`src/rtl/button_conditioner_pkg.sv`:
```
// Shared button bit map, debounce FSM state type and width helpers for the button conditioner.
package btn_pkg;

  localparam int N_BTN = 5;

  typedef enum logic [2:0] {
    BTN_UP     = 3'd0,
    BTN_DOWN   = 3'd1,
    BTN_LEFT   = 3'd2,
    BTN_RIGHT  = 3'd3,
    BTN_SELECT = 3'd4
  } btn_id_t;

  typedef enum logic [1:0] {
    STABLE_LO,
    WAIT_HI,
    STABLE_HI,
    WAIT_LO
  } deb_state_t;

  // Counter width able to hold 0..n-1; never narrower than one bit.
  function automatic int cnt_width(input int n);
    return (n > 1) ? $clog2(n) : 1;
  endfunction

  function automatic int max2(input int a, input int b);
    return (a > b) ? a : b;
  endfunction

endpackage

```
`src/rtl/button_conditioner_if.sv`:
```
// Button bundle: raw pads in, debounced level / press pulses out.
interface button_conditioner_if
  import btn_pkg::*;
#(
  parameter int N = N_BTN
);

  logic [N-1:0] btn_in;
  logic [N-1:0] btn_level;
  logic [N-1:0] btn_pulse;
  logic         any_pulse;

  modport master (
    output btn_in,
    input  btn_level,
    input  btn_pulse,
    input  any_pulse
  );

  modport slave (
    input  btn_in,
    output btn_level,
    output btn_pulse,
    output any_pulse
  );

endinterface

```
`src/rtl/button_conditioner_debounce_channel.sv`:
```
// One button channel: 2-FF synchroniser, debounce FSM and, with BTN_AUTOREPEAT_EN defined,
// an optional hold-to-repeat pulse generator.
module btn_debounce_channel
  import btn_pkg::*;
#(
  parameter int DEBOUNCE_CYCLES = 2_000_000
`ifdef BTN_AUTOREPEAT_EN
  ,
  parameter int REPEAT_DELAY_CYCLES = 50_000_000,
  parameter int REPEAT_RATE_CYCLES  = 15_000_000,
  parameter bit REPEAT_ALLOWED      = 1'b0
`endif
) (
  input  logic clk,
  input  logic reset,
  input  logic btn_i,
  output logic level_o,
  output logic pulse_o,
  output logic pulse_d_o
);

  localparam int CNT_W = cnt_width(DEBOUNCE_CYCLES);
  localparam logic [CNT_W-1:0] CNT_LAST = CNT_W'(DEBOUNCE_CYCLES - 1);

  logic [1:0]       sync_q;
  logic             sync;
  deb_state_t       state_q, state_d;
  logic [CNT_W-1:0] cnt_q, cnt_d;
  logic             level_q, level_d;
  logic             pulse_q, pulse_d;
  logic             press_fire;
  logic             rep_fire;

  assign sync = sync_q[1];

  always_ff @(posedge clk or posedge reset) begin
    if (reset) begin
      sync_q  <= 2'b00;
      state_q <= STABLE_LO;
      cnt_q   <= '0;
      level_q <= 1'b0;
      pulse_q <= 1'b0;
    end else begin
      sync_q  <= {sync_q[0], btn_i};
      state_q <= state_d;
      cnt_q   <= cnt_d;
      level_q <= level_d;
      pulse_q <= pulse_d;
    end
  end

  // The counter only runs while waiting; every state change restarts it from zero.
  always_comb begin
    state_d    = state_q;
    cnt_d      = cnt_q;
    level_d    = level_q;
    press_fire = 1'b0;
    case (state_q)
      STABLE_LO: begin
        if (sync) begin
          state_d = WAIT_HI;
          cnt_d   = '0;
        end
      end
      WAIT_HI: begin
        if (!sync) begin
          state_d = STABLE_LO;
          cnt_d   = '0;
        end else if (cnt_q == CNT_LAST) begin
          state_d    = STABLE_HI;
          cnt_d      = '0;
          level_d    = 1'b1;
          press_fire = 1'b1;
        end else begin
          cnt_d = cnt_q + CNT_W'(1);
        end
      end
      STABLE_HI: begin
        if (!sync) begin
          state_d = WAIT_LO;
          cnt_d   = '0;
        end
      end
      WAIT_LO: begin
        if (sync) begin
          state_d = STABLE_HI;
          cnt_d   = '0;
        end else if (cnt_q == CNT_LAST) begin
          state_d = STABLE_LO;
          cnt_d   = '0;
          level_d = 1'b0;
        end else begin
          cnt_d = cnt_q + CNT_W'(1);
        end
      end
      default: begin
        state_d = STABLE_LO;
        cnt_d   = '0;
      end
    endcase
  end

`ifdef BTN_AUTOREPEAT_EN
  generate
    if (REPEAT_ALLOWED) begin : g_rep
      localparam int RPT_W = cnt_width(max2(REPEAT_DELAY_CYCLES, REPEAT_RATE_CYCLES));
      localparam logic [RPT_W-1:0] DELAY_LAST = RPT_W'(REPEAT_DELAY_CYCLES - 1);
      localparam logic [RPT_W-1:0] RATE_LAST  = RPT_W'(REPEAT_RATE_CYCLES - 1);

      logic [RPT_W-1:0] rpt_cnt_q, rpt_cnt_d;
      logic             rpt_later_q, rpt_later_d;
      logic             rpt_fire;

      always_ff @(posedge clk or posedge reset) begin
        if (reset) begin
          rpt_cnt_q   <= '0;
          rpt_later_q <= 1'b0;
        end else begin
          rpt_cnt_q   <= rpt_cnt_d;
          rpt_later_q <= rpt_later_d;
        end
      end

      // First threshold is the initial hold delay, every later one is the repeat period.
      always_comb begin
        rpt_cnt_d   = rpt_cnt_q;
        rpt_later_d = rpt_later_q;
        rpt_fire    = 1'b0;
        if (state_q == STABLE_HI && sync) begin
          if (rpt_cnt_q == (rpt_later_q ? RATE_LAST : DELAY_LAST)) begin
            rpt_fire    = 1'b1;
            rpt_cnt_d   = '0;
            rpt_later_d = 1'b1;
          end else begin
            rpt_cnt_d = rpt_cnt_q + RPT_W'(1);
          end
        end else begin
          rpt_cnt_d   = '0;
          rpt_later_d = 1'b0;
        end
      end

      assign rep_fire = rpt_fire;
    end else begin : g_norep
      assign rep_fire = 1'b0;
    end
  endgenerate
`else
  assign rep_fire = 1'b0;
`endif

  assign pulse_d   = press_fire | rep_fire;
  assign pulse_d_o = pulse_d;
  assign level_o   = level_q;
  assign pulse_o   = pulse_q;

endmodule

```
`src/rtl/button_conditioner.sv`:
```
// Five-channel push-button front end: independent debounced levels and press pulses plus a
// registered OR of all pulses. Auto-repeat on channels 0..3 is built only with BTN_AUTOREPEAT_EN.
module button_conditioner
  import btn_pkg::*;
#(
  parameter int DEBOUNCE_CYCLES = 2_000_000
`ifdef BTN_AUTOREPEAT_EN
  ,
  parameter int REPEAT_DELAY_CYCLES = 50_000_000,
  parameter int REPEAT_RATE_CYCLES  = 15_000_000
`endif
) (
  input logic clk,
  input logic reset,
  button_conditioner_if.slave bus
);

  logic [N_BTN-1:0] level_w;
  logic [N_BTN-1:0] pulse_w;
  logic [N_BTN-1:0] pulse_d_w;
  logic             any_pulse_q;

  generate
    for (genvar gi = 0; gi < N_BTN; gi++) begin : g_ch
      btn_debounce_channel #(
        .DEBOUNCE_CYCLES    (DEBOUNCE_CYCLES)
`ifdef BTN_AUTOREPEAT_EN
        ,
        .REPEAT_DELAY_CYCLES(REPEAT_DELAY_CYCLES),
        .REPEAT_RATE_CYCLES (REPEAT_RATE_CYCLES),
        .REPEAT_ALLOWED     (gi != int'(BTN_SELECT))
`endif
      ) u_ch (
        .clk      (clk),
        .reset    (reset),
        .btn_i    (bus.btn_in[gi]),
        .level_o  (level_w[gi]),
        .pulse_o  (pulse_w[gi]),
        .pulse_d_o(pulse_d_w[gi])
      );
    end
  endgenerate

  // Built from the channels' next-state pulses so it lands in the same cycle as btn_pulse.
  always_ff @(posedge clk or posedge reset) begin
    if (reset) begin
      any_pulse_q <= 1'b0;
    end else begin
      any_pulse_q <= |pulse_d_w;
    end
  end

  assign bus.btn_level = level_w;
  assign bus.btn_pulse = pulse_w;
  assign bus.any_pulse = any_pulse_q;

endmodule

```
`src/flat_wrapper.sv`:
```
// flat-port wrapper written by rule: the top's interface ports become plain ports
module button_conditioner_flat import btn_pkg::*;
#(
  parameter int DEBOUNCE_CYCLES = 2_000_000

)
  (clk, reset, bus_btn_in, bus_btn_level, bus_btn_pulse, bus_any_pulse);
  button_conditioner_if #(.N(N_BTN)) bus_i ();
  input logic clk;
  input logic reset;
  input wire logic [$bits(bus_i.btn_in)-1:0] bus_btn_in;
  output wire logic [$bits(bus_i.btn_level)-1:0] bus_btn_level;
  output wire logic [$bits(bus_i.btn_pulse)-1:0] bus_btn_pulse;
  output wire logic [$bits(bus_i.any_pulse)-1:0] bus_any_pulse;
  assign bus_i.btn_in = bus_btn_in;
  assign bus_btn_level = bus_i.btn_level;
  assign bus_btn_pulse = bus_i.btn_pulse;
  assign bus_any_pulse = bus_i.any_pulse;
  button_conditioner #(.DEBOUNCE_CYCLES(DEBOUNCE_CYCLES)) u_core (.clk(clk), .reset(reset), .bus(bus_i));
endmodule
```
`config.mk`:
```
export PLATFORM = sky130hd
export DESIGN_NAME = button_conditioner_flat
export DESIGN_NICKNAME = d
export VERILOG_FILES = /design/src/rtl/button_conditioner_pkg.sv /design/src/rtl/button_conditioner_if.sv /design/src/rtl/button_conditioner_debounce_channel.sv /design/src/rtl/button_conditioner.sv /design/src/flat_wrapper.sv
export SDC_FILE = /design/constraint.sdc
export NUM_CORES = 1
export LEC_CHECK = 0
export CAP_MARGIN = 0
export CORE_ASPECT_RATIO = 0.75
export CORE_UTILIZATION = 35
export CTS_BUF_LIST = sky130_fd_sc_hd__clkbuf_8
export CTS_CLUSTER_SIZE = 16
export DETAILED_ROUTE_END_ITERATION = 16
export DONT_BUFFER_PORTS = 1
export MAX_ROUTING_LAYER = met4
export PLACE_DENSITY_LB_ADDON = 0.1
export SKIP_CTS_REPAIR_TIMING = 1
export SLEW_MARGIN = 20
export SYNTH_ARGS = -nofsm -noshare
export SYNTH_HDL_FRONTEND = slang
export SYNTH_HIERARCHICAL = 1
export SYNTH_SLANG_ARGS = --single-unit
```
`constraint.sdc`:
```
create_clock -name clk -period 1.95 [get_ports clk]
set_input_delay 0.195 -clock clk [delete_from_list [all_inputs] [get_ports clk]]
set_output_delay 0.195 -clock clk [all_outputs]
set_load 0.02 [all_outputs]
```
# Word level (Yosys, flattened, before mapping)
# Index checks and enable logic that the tools add are counted.
classes:
  add_sub_neg: 5
  n_mul: 0
  div: 0
  magnitude_cmp: 0
  eq_ne: 60
  shift: 0
  mux: 105
  bitwise: 0
  reduce_logical: 26
op_table:
  columns: ["operator", "count"]
  rows:
  - ["two-way mux 21 bit", 25]
  - ["one-hot mux 21 bit (4 select lines)", 5]
  - ["adder 21 x 1 -> 21 bit (second input constant)", 5]
  - ["== test 21 bit (second input constant)", 5]
  - ["two-way mux 2 bit", 30]
  - ["!= test 2 bit (second input constant)", 30]
  - ["one-hot mux 2 bit (4 select lines)", 5]
  - ["two-way mux 1 bit", 35]
  - ["!= test 3 bit (second input constant)", 10]
  - ["AND reduction 5 bit", 5]
  - ["== test 2 bit (second input constant)", 10]
  - ["AND reduction 4 bit", 5]
  - ["== test 2 x 1 -> 1 bit (second input constant)", 5]
  - ["zero test 2 bit", 5]
  - ["one-hot mux 1 bit (2 select lines)", 5]
  - ["AND reduction 2 bit", 5]
  - ["nonzero test 2 bit", 5]
  - ["OR reduction 5 bit", 1]
word_totals:
  regBits: 136
  latchBits: 0
  ram_bits: 0
  rom_bits: 0
  input_bits: 7
  out_inout_bits: 11
  word_cells: 222
  mem_count: 0

# Logic depth before layout (Yosys ltp)
# Gate-level depths: netlist of run 1.
logic_depth:
  word_depth: 5
  mapped_depth: 8
  ltp_nobuf: 8

# By module
# Netlist of run 1, hierarchy kept.
modules_own_cells:
  columns: ["mod", "n_inst", "cells_per_inst", "area_per_inst_um2", "seq_area_each_um2"]
  rows:
  - ["btn_debounce_channel at u_core.g_ch[1].u_ch ...", 3, 157, 1478.9, 675.6]
  - ["btn_debounce_channel at u_core.g_ch[4].u_ch", 1, 154, 1451.4, 675.6]
  - ["btn_debounce_channel at u_core.g_ch[0].u_ch", 1, 150, 1395.1, 675.6]
  - ["button_conditioner", 1, 5, 41.3, 25.0]

# Worst setup path after synthesis of run 1
# Ideal clock, no wire load.
synth_timing:
  kind: "reg2reg"
  from: "reg u_core.g_ch[0].u_ch.cnt_q[0]"
  to: "reg u_core.g_ch[0].u_ch.cnt_q[18]"
  setup_time_ns: 0.121
  arrival_ns: 1.825
  required_time_ns: 1.829
  path_slack_ns: 0.004
  path_stages_with_launch: 8
  n_path_buf: 1
  synth_period_minus_slack_ns: 1.946
  cell_sequence: "dfrtp_1 -> ha_1 -> nand3_1 -> or4_1 -> clkbuf_1 -> nor3_1 -> o21ai_0 -> a22o_1"
synth_between:
  elab_chain_cells: 4
  elab_cells_between_ends: 6
  cone_classes: "1 x add/sub; 1 x eq/ne; 4 x mux"
synth_rtl:
  columns: ["element", "line", "rtl"]
  rows:
  - ["start, declared", "button_conditioner_debounce_channel.sv:28", "logic [CNT_W-1:0] cnt_q, cnt_d;"]
  - ["start signal, assigned", "button_conditioner_debounce_channel.sv:46", "cnt_q <= cnt_d;"]
  - ["adder 21 x 1 -> 21 bit / == test 21 bit (equally long branches)", null, null]
  - ["two-way mux 21 bit *", "button_conditioner_debounce_channel.sv:69, button_conditioner_debounce_channel.sv:88", null]
  - ["two-way mux 21 bit (on tied branches)", "button_conditioner_debounce_channel.sv:85, button_conditioner_debounce_channel.sv:66", null]
  - ["one-hot mux 21 bit (4 select lines) *", "button_conditioner_debounce_channel.sv:58", "case (state_q)"]
# Mark *: on every way between the ends. The rest lies on a longest branch, timed or not.
# A chain may end at the register's enable or synchronous reset.

# Final worst setup path of run 1
layout_timing:
  from: "reg u_core.g_ch[2].u_ch.cnt_q[11]"
  to: "reg u_core.g_ch[2].u_ch.cnt_q[11]"
layout_between:
  elab_chain_cells: 4
  elab_cells_between_ends: 6
  cone_classes: "1 x add/sub; 1 x eq/ne; 4 x mux"
layout_rtl:
  columns: ["element", "line"]
  rows:
  - ["start, declared", "button_conditioner_debounce_channel.sv:28"]
  - ["start signal, assigned", "button_conditioner_debounce_channel.sv:46"]
  - ["adder 21 x 1 -> 21 bit / == test 21 bit (equally long branches)", null]
  - ["two-way mux 21 bit *", "button_conditioner_debounce_channel.sv:69, button_conditioner_debounce_channel.sv:88"]
  - ["two-way mux 21 bit (on tied branches)", "button_conditioner_debounce_channel.sv:85, button_conditioner_debounce_channel.sv:66"]
  - ["one-hot mux 21 bit (4 select lines) *", "button_conditioner_debounce_channel.sv:58"]
# Marks and branches as above.

==> results of run 1 <==
cell usage after synthesis, types with 11 or more instances:
cell type / number
a21oi_1: 42
a22o_1: 11
a31oi_1: 57
a41oi_1: 12
and3_1: 15
and4_1: 14
buf_6: 12
clkbuf_1: 22
dfrtp_1: 136
inv_1: 31
nand2_1: 91
nand3_1: 53
nand4_1: 19
nor2_1: 38
nor3_1: 15
nor4b_1: 13
o21ai_0: 31
o31ai_1: 12
logic make-up after synthesis:
family | count (synthesis) | synth area share, %
buffers and inverters | 74 | 5.26
xor gates and xnor gates | 7 | 0.837
adders and majority gates | 5 | 0.854
muxes | 14 | 1.98
and+or+nand+nor | 317 | 24.3
AOI/OAI and AO/OA | 227 | 20.3
DFF | 136 | 46.5
routing by layer:
metal	GRT usage, %	vias up
met3	3.87	10
met2	26.2	101
li1	-	3128
met1	26.0	3201
met5	-	-
met4	5.25	0
worst max-delay path, stage by stage (launching register included):
cell and delay (ns):
dfrtp_1 0.38, or4b_4 0.55, nor4_4 0.31, a21oi_4 0.15, buf_4 0.18, a22oi_1 0.16, o31ai_1 0.09
registers in the layout (all words and copies together) (netlist names), named ones only:
register and cells:
u_core/bus.any_pulse 1, u_core/g_ch.u_ch/cnt_q 105, u_core/g_ch.u_ch/level_o 5, u_core/g_ch.u_ch/pulse_o 5, u_core/g_ch.u_ch/state_q 5, u_core/g_ch.u_ch/sync_q 10
through the flow:
step	util, %	hold slack, ns	worst slack, ns
final	45.2	0.160	0.000417
after global routing	45.2	0.141	-0.0629
after CTS	42.6	-0.573	-0.0824
after detailed placement	40.6	-0.0734	-0.0723
after global placement	40.6	-0.0739	-0.00508
after floorplan	-	-0.0763	0.00403
final cells by class:
| type | count | share of cell area, % |
|---|---|---|
| Multi-Input combinational cell | 570 | 42.1 |
| Sequential cell | 136 | 36.9 |
| Timing Repair Buffer | 125 | 11.3 |
| Tap cell | 282 | 3.83 |
| Clock buffer | 19 | 2.84 |
| Clock inverter | 12 | 1.66 |
| Inverter | 32 | 1.30 |
layout by cell type, fill, tap and decap left out, types with 13 or more instances in the layout:
cell type	instances
buf_4	105
nor4b_1	13
dfrtp_1	135
a31oi_1	55
nand2_1	88
o21ai_0	31
nor3_1	13
nor2_1	37
nand3_1	47
and3_1	14
a21oi_1	36
inv_1	32
clkbuf_8	19
nand4_1	19
and4_1	14
power by group:
group / leakage [nW] / switching (W) / internal (W)
Clock: 0.205 / 0.00115 / 0.00132
Sequential: 1.85 / 0.0000985 / 0.00290
Combinational: 1.92 / 0.000577 / 0.000390
worst max path at each step:
stage | startpoint | endpoint | depth (start not counted)
6_report | u_core/g_ch[2].u_ch/cnt_q[11]$_DFFE_PP0P_ | u_core/g_ch[2].u_ch/cnt_q[11]$_DFFE_PP0P_ | 6
5_1_grt | u_core/g_ch[2].u_ch/cnt_q[11]$_DFFE_PP0P_ | u_core/g_ch[2].u_ch/cnt_q[4]$_DFFE_PP0P_ | 6
4_1_cts | u_core/g_ch[2].u_ch/cnt_q[0]$_DFFE_PP0P_ | u_core/g_ch[2].u_ch/cnt_q[15]$_DFFE_PP0P_ | 7
3_5_place_dp | u_core/g_ch[2].u_ch/cnt_q[0]$_DFFE_PP0P_ | u_core/g_ch[2].u_ch/cnt_q[15]$_DFFE_PP0P_ | 7
3_3_place_gp | u_core/g_ch[0].u_ch/cnt_q[1]$_DFFE_PP0P_ | u_core/g_ch[0].u_ch/cnt_q[20]$_DFFE_PP0P_ | 6
2_1_floorplan | u_core/g_ch[0].u_ch/cnt_q[0]$_DFFE_PP0P_ | u_core/g_ch[0].u_ch/cnt_q[18]$_DFFE_PP0P_ | 7
==> metrics.cfg, run 1 <==
[yosys]
ys_ff_latch=136
synth_top_area_share_pct=46.5
synthCells=780
synth_cell_type_count=62
yosysTopAreaCell=dfrtp_1
synth_edf_count=0
yosys_warnings=6
synth_area_per_cell_um2=9.39
ys.flop_type=dfrtp_1
ys_seq_area_share_pct=46.5
netlist_top_cells_area=dfrtp_1 46%, a31oi_1 4.9%, nand2_1 4.7%
async_reset_ff_share_pct=100
syn_nets=792
syn_area_um2=7320

[cts]
cts_buffers=17
cts_max_level=4
cts_max_path_buffers=2
clock_sinks=136
clk_pin_slew_ns=0.08
tritoncts=done
clk_latency_ns=0.46
root_buffer=clkbuf_8

[place]
gp_congestion=0.822
dp_hpwl_um=12800
io_buffers=0
place_area_um2=8270
placed_cells=1127

[die]
row_count=45
ioPinCount=18
start_util_pct=35.9
fp.dieW_um=169
fp.dieArea_um2=21500
die_y_um=127
core_um2=20400

[worst_setup_path]
timing.rr.end=u_core/g_ch[2].u_ch/cnt_q[11]$_DFFE_PP0P_
end_kind=register
crit_type=register to register
path_max_fanout=7
worstPathRequired_ns=2.28
rrSetupSlack_ns=0.0004
critPathLaunchType=register
critPathArrivalTime_ns=2.28
rr_startpoint=u_core/g_ch[2].u_ch/cnt_q[11]$_DFFE_PP0P_
rr_worst_depth=6

[pwr]
max-vdd-ir-drop_mv=0.437
p_leak_nw=3.98
power_w=0.00645
power.density_nw_per_um2=699

[final_layout]
syn_to_final_growth_pct=25.9
fin_area_um2=9220
nFillCells=1942
multiInputGateArea_um2=3880
nets=894
area.sequential_um2=3400
layout.cells.non_filler=1176
layout-drive-gt1-share_pct=26.5
diodes=0

[drt]
drt-initial-drc-count=511
routed.top_layer=met4
route.met3.wl_um=615
wl_met1_um=9570
route.detailed.drc=0
vias_per_cell=5.48
vias=6440
wl_met2_um=8440
wl_um=18800
drt_pass1_iterations=5
drtAntennaViolNets=0
wl_per_cell_um=16.0

[sta]
max_freq_mhz=513
period_needed_ns=1.95
period_share_pct=100
tns_ns=0
final.setup_skew_ns=0.0205
slew_headroom_pct=56.0
hold_viol=0
setup_violations=0
rsz0062_at_grt=true
slew_violations=0
worstMarginPinSlew_ns=0.659

[worst_hold_path]
hp-class=input pin to asynchronous set/reset pin

[global_routing]
grt_pass1_vias=5942
grtUsageTotal_pct=18.3
grt_pass1_wl_um=30500
antenna_found_initial=0
grt_max_degree=30
grt-ovfl-total=0

[outcome]
status=completed

[flow_run]
max_cap_viol_count=0

(Power assumes the default switching activity.)
==> run 2, diff against run 1 <==
Settings changed: PLACE_DENSITY_LB_ADDON 0.1 to unset.
==> run 2 against run 1 <==
  * The run now ends with negative setup slack left
  * Critical path depth unchanged
  * Final cell count down 1.2%
  * Power up 0.82%
  * Non-clock buffer count down 15
  * Combinational power down 1%
  * Global-route usage down 0.91 points
  * First-iteration DRC count up 0.59%
  * Die area unchanged
  * Flip-flop and latch count unchanged
  * Critical path type unchanged
  * Largest cell class unchanged
  * Largest power group unchanged
==> metrics.cfg, run 2 (synthesized netlist as in run 1, its figures left out) <==
[outcome]
status=complete, but fails checks
violations=negative setup slack

[global_routing]
grt_max_degree=34
grt_pass1_wl_um=29000
grtUsageTotal_pct=17.4
grt_pass1_vias=5659
antenna_found_initial=0
grt-ovfl-total=0

[final_layout]
layout.cells.non_filler=1162
syn_to_final_growth_pct=21.8
top_register=u_core/g_ch.u_ch/cnt_q
layout-drive-gt1-share_pct=22.2
largest_reg_flops=105
diodes=0
largest_registers=u_core/g_ch.u_ch/cnt_q x105, u_core/g_ch.u_ch/sync_q x10
nets=879
final_common_cell=dfrtp_1
final_cell_mix=136 x dfrtp_1, 98 x buf_4, 91 x nand2_1

[pwr]
p_leak_nw=3.88
power.density_nw_per_um2=728
max-vdd-ir-drop_mv=0.436
power_w=0.00650

[sta]
period_needed_ns=1.96
max_freq_mhz=509
slew_violations=0
slew_headroom_pct=43.7
period_share_pct=101
rsz0062_at_grt=true
hold_viol=0
setup_slack_ns=-0.0137
setup_violations=1
worstMarginPinSlew_ns=0.841
tns_ns=-0.0137
final.setup_skew_ns=0.0132

[cts]
root_buffer=clkbuf_8
clk_pin_slew_ns=0.08
cts_max_level=4
clk_latency_ns=0.45
clock_sinks=136
tritoncts=done
cts_buffers=17
cts_max_path_buffers=2

[die]
core_um2=20400
start_util_pct=35.9
ioPinCount=18
die_y_um=127
row_count=45
fp.dieArea_um2=21500
fp.dieW_um=169

[drt]
vias_per_cell=5.34
wl_um=17700
drt-initial-drc-count=514
wl_per_cell_um=15.3
drt_pass1_iterations=5
route.detailed.drc=0
drtAntennaViolNets=0
vias=6208

[worst_setup_path]
path_max_fanout=33
rr_worst_depth=6
worstPathRequired_ns=2.29
crit_type=register to register
critPathArrivalTime_ns=2.30
end_kind=register
critPathLaunchType=register

[place]
place_ws_ns=-0.0689
io_buffers=0
placed_cells=1121
gp_congestion=0.829
dp_hpwl_um=12000

[worst_hold_path]
hp-class=input pin to asynchronous set/reset pin

[flow_run]
max_cap_viol_count=0

-- run 2: changes by cell type in the layout (fill, tap and decap cells not counted), moves of 5 or more --
cell / previous run / this run
buf_4: 105 / 98
buf_6: 10 / 1
a22oi_1: 4 / 9
a21oi_1: 36 / 42
a22oi_2: 6 / 1
-- run 2: layout make-up --
cell class	instances	area, µm²
timing repair buffer	110	907
clock buffer	18	248
sequential	136	3400
tap	282	353
fill	1993	11500
inverter	32	120
clock inverter	14	183
multi-input combinational	570	3710
-- run 2: where the power goes --
| part | total, W | internal (W) | switching, W |
|---|---|---|---|
| Clock | 0.00255 | 0.00141 | 0.00114 |
| Sequential | 0.00299 | 0.00290 | 0.0000888 |
| Combinational | 0.000955 | 0.000383 | 0.000573 |
-- run 2: per-layer routing --
metal	global-route usage, %	vias to the layer above	wire length (µm)
li1	-	3096	-
met1	26.0	3023	9430
met2	23.7	78	7660
met3	3.66	11	499
met4	4.13	0	129
met5	-	-	0
-- run 2: worst paths after layout --
| path | from | to | slack [ns] |
|---|---|---|---|
| min reg2reg | u_core/g_ch[2].u_ch/sync_q[0]$_DFF_PP0_ | u_core/g_ch[2].u_ch/sync_q[1]$_DFF_PP0_ | 0.35 |
| max reg2reg | u_core/g_ch[2].u_ch/cnt_q[13]$_DFFE_PP0P_ | u_core/g_ch[2].u_ch/cnt_q[3]$_DFFE_PP0P_ | -0.01 |
| min | reset | u_core/bus.any_pulse$_DFF_PP0_ | 0.17 |
| min in group clk | bus_btn_in[4] | u_core/g_ch[4].u_ch/sync_q[0]$_DFF_PP0_ | 0.31 |
| max | u_core/g_ch[2].u_ch/cnt_q[13]$_DFFE_PP0P_ | u_core/g_ch[2].u_ch/cnt_q[3]$_DFFE_PP0P_ | -0.01 |
| max in group asynchronous | reset | u_core/g_ch[1].u_ch/cnt_q[20]$_DFFE_PP0P_ | 1.28 |
-- run 2: through the flow --
| step | area, µm² | hold WS [ns] | utilization [%] |
|---|---|---|---|
| after global routing | 8920 | 0.149 | 43.8 |
| after floorplan | 7320 | -0.0763 | - |
| after global placement | 8230 | -0.0675 | 40.4 |
| final | 8920 | 0.174 | 43.8 |
| after CTS | 8660 | -0.563 | 42.5 |
| after detailed placement | 8230 | -0.0666 | 40.4 |
-- run 2: worst max-delay path, stage by stage, from the launching register on --
cell and delay [ns]:
dfrtp_1 0.38, or4b_4 0.56, nor4_4 0.28, a21oi_2 0.11
buf_12 0.18, a21o_1 0.17, a22o_1 0.17
==> run 3, diff against run 2 <==
Settings changed: CORE_ASPECT_RATIO 0.75 to 1.2, CORE_UTILIZATION 35 to 60, PLACE_DENSITY set to 0.79.
==> run 3 against run 2 <==
  * The flow still finishes with violations (negative setup slack)
  * Flip-flop and latch count stayed put
  * Combinational power grew 11%
  * Utilization increased by 32 points
  * Design area shrank 0.81%
==> metrics.cfg, run 3 (synthesized netlist as in run 1, its figures left out) <==
[pwr]
internal_power_w=0.00495
power.density_nw_per_um2=764
comb_power_share_pct=15.7
p_leak_nw=3.84
switching_power_w=0.00182
p_seq_share_pct=44.7
pwr-share-clk_pct=39.5
switching_share_pct=26.9
power_w=0.00676
max-vdd-ir-drop_mv=0.528

[die]
start_util_pct=62.4
ioPinCount=18
core_um2=11700
fp.dieW_um=103
fp.dieArea_um2=12700
die_y_um=123
row_count=43

[cts]
clk_latency_ns=0.46
clk_pin_slew_ns=0.07
cts_max_level=4
root_buffer=clkbuf_8
tritoncts=done
cts_max_path_buffers=2
clock_sinks=136
cts_buffers=17

[worst_setup_path]
critPathLaunchType=register
rr_worst_depth=5
cp-startpoint=u_core/g_ch[4].u_ch/cnt_q[13]$_DFFE_PP0P_
rrSetupSlack_ns=-0.06
crit_path_max_incr_delay_ns=0.55
end_kind=register
worstPathRequired_ns=2.29
cp_cell_sequence=or4b_4 > nor3_4 > a21o_2 > and2_4 > mux2_4
crit_type=register to register
critPathArrivalTime_ns=2.35
crit_family=simple AND/OR/NAND/NOR gates
slowest_stage=or4b_4
rr_startpoint=u_core/g_ch[4].u_ch/cnt_q[13]$_DFFE_PP0P_
path_max_fanout=4
critPathBufInv=0

[place]
place_area_um2=7870
dp_hpwl_um=11600
io_buffers=0
gp_congestion=0.880
place_ws_ns=-0.0540

[flow_run]
max_cap_viol_count=0

[sta]
worstMarginPinSlew_ns=0.730
setup_slack_ns=-0.0554
period_share_pct=103
period_needed_ns=2.01
slew_headroom_pct=51.3
final.setup_skew_ns=0.00817
hold_viol=0
whs_ns=0.171
setup_violations=6
rsz0062_at_grt=true
max_freq_mhz=499
slew_violations=0

[outcome]
status=complete, but fails checks
violations=negative setup slack

[global_routing]
grt_pass1_wl_um=27700
grtUsageTotal_pct=29.0
grt_max_degree=30
grt-ovfl-total=0
antenna_found_initial=0
grt_pass1_vias=6216

[drt]
vias=6610
drt_pass1_iterations=5
wl_per_cell_um=17.7
drt-initial-drc-count=443
drtAntennaViolNets=0
vias_per_cell=6.46
wl_um=18100
route.detailed.drc=0

[final_layout]
largest_reg_flops=105
final_common_cell=dfrtp_1
fin_area_um2=8850
final_cell_mix=129 x dfrtp_1, 91 x nand2_1, 75 x buf_4
diodes=0
top_register=u_core/g_ch.u_ch/cnt_q
largest_registers=u_core/g_ch.u_ch/cnt_q x105, u_core/g_ch.u_ch/sync_q x10
nets=865
layout-drive-gt1-share_pct=24.1
syn_to_final_growth_pct=20.9

[worst_hold_path]
hp-class=input pin to asynchronous set/reset pin

## run 3: cell count changes in the layout (fill, tap and decap cells not counted), sizes merged
| cell | change |
|---|---|
| clkbuf | +3 |
| clkinvlp | -1 |
| bufinv | +1 |
| buf | -16 |
| inv | -1 |
## run 3: how the worst max path moves through the flow
stage,cells past startpoint,slack [ns],to
2_1_floorplan,7,0.004,u_core/g_ch[0].u_ch/cnt_q[18]$_DFFE_PP0P_
3_3_place_gp,6,0.007,u_core/g_ch[0].u_ch/cnt_q[18]$_DFFE_PP0P_
3_5_place_dp,6,-0.05,u_core/g_ch[3].u_ch/cnt_q[16]$_DFFE_PP0P_
4_1_cts,6,-0.1,u_core/g_ch[3].u_ch/cnt_q[16]$_DFFE_PP0P_
5_1_grt,6,-0.12,u_core/g_ch[2].u_ch/cnt_q[3]$_DFFE_PP0P_
6_report,5,-0.06,register
## run 3: per-layer routing
layer | track usage [%] | share of wire [%] | up-vias
li1 | - | - | 3064
met1 | 33.5 | 41 | 3213
met2 | 48.0 | 50 | 275
met3 | 6.44 | 5.7 | 58
met4 | 13.4 | 3.1 | 0
met5 | - | 0 | -
## run 3: power by group through the flow
stage          clock [W]  sequential, W  combinational (W)
4_1_cts          0.00271        0.00300           0.000799
3_5_place_dp           0        0.00306           0.000801
2_1_floorplan          0        0.00303           0.000612
5_1_grt          0.00283        0.00304            0.00114
3_3_place_gp           0        0.00305           0.000751
6_report         0.00267        0.00302            0.00106
## run 3: area by class of cell
type	instances	area, µm²
Timing Repair Buffer	96	831
Inverter	32	120
Sequential cell	136	3410
Clock buffer	19	262
Fill cell	802	2880
Multi-Input combinational cell	570	3830
Clock inverter	13	201
Tap cell	157	196
## run 3: through the flow
stage                     instances  utilization [%]  setup TNS [ns]
after floorplan                 780                -               0
after global placement          973             67.1               0
after detailed placement        973             67.1          -0.274
after CTS                      1005             71.0          -0.563
after global routing           1023             75.5           -2.23
final                          1023             75.5          -0.167
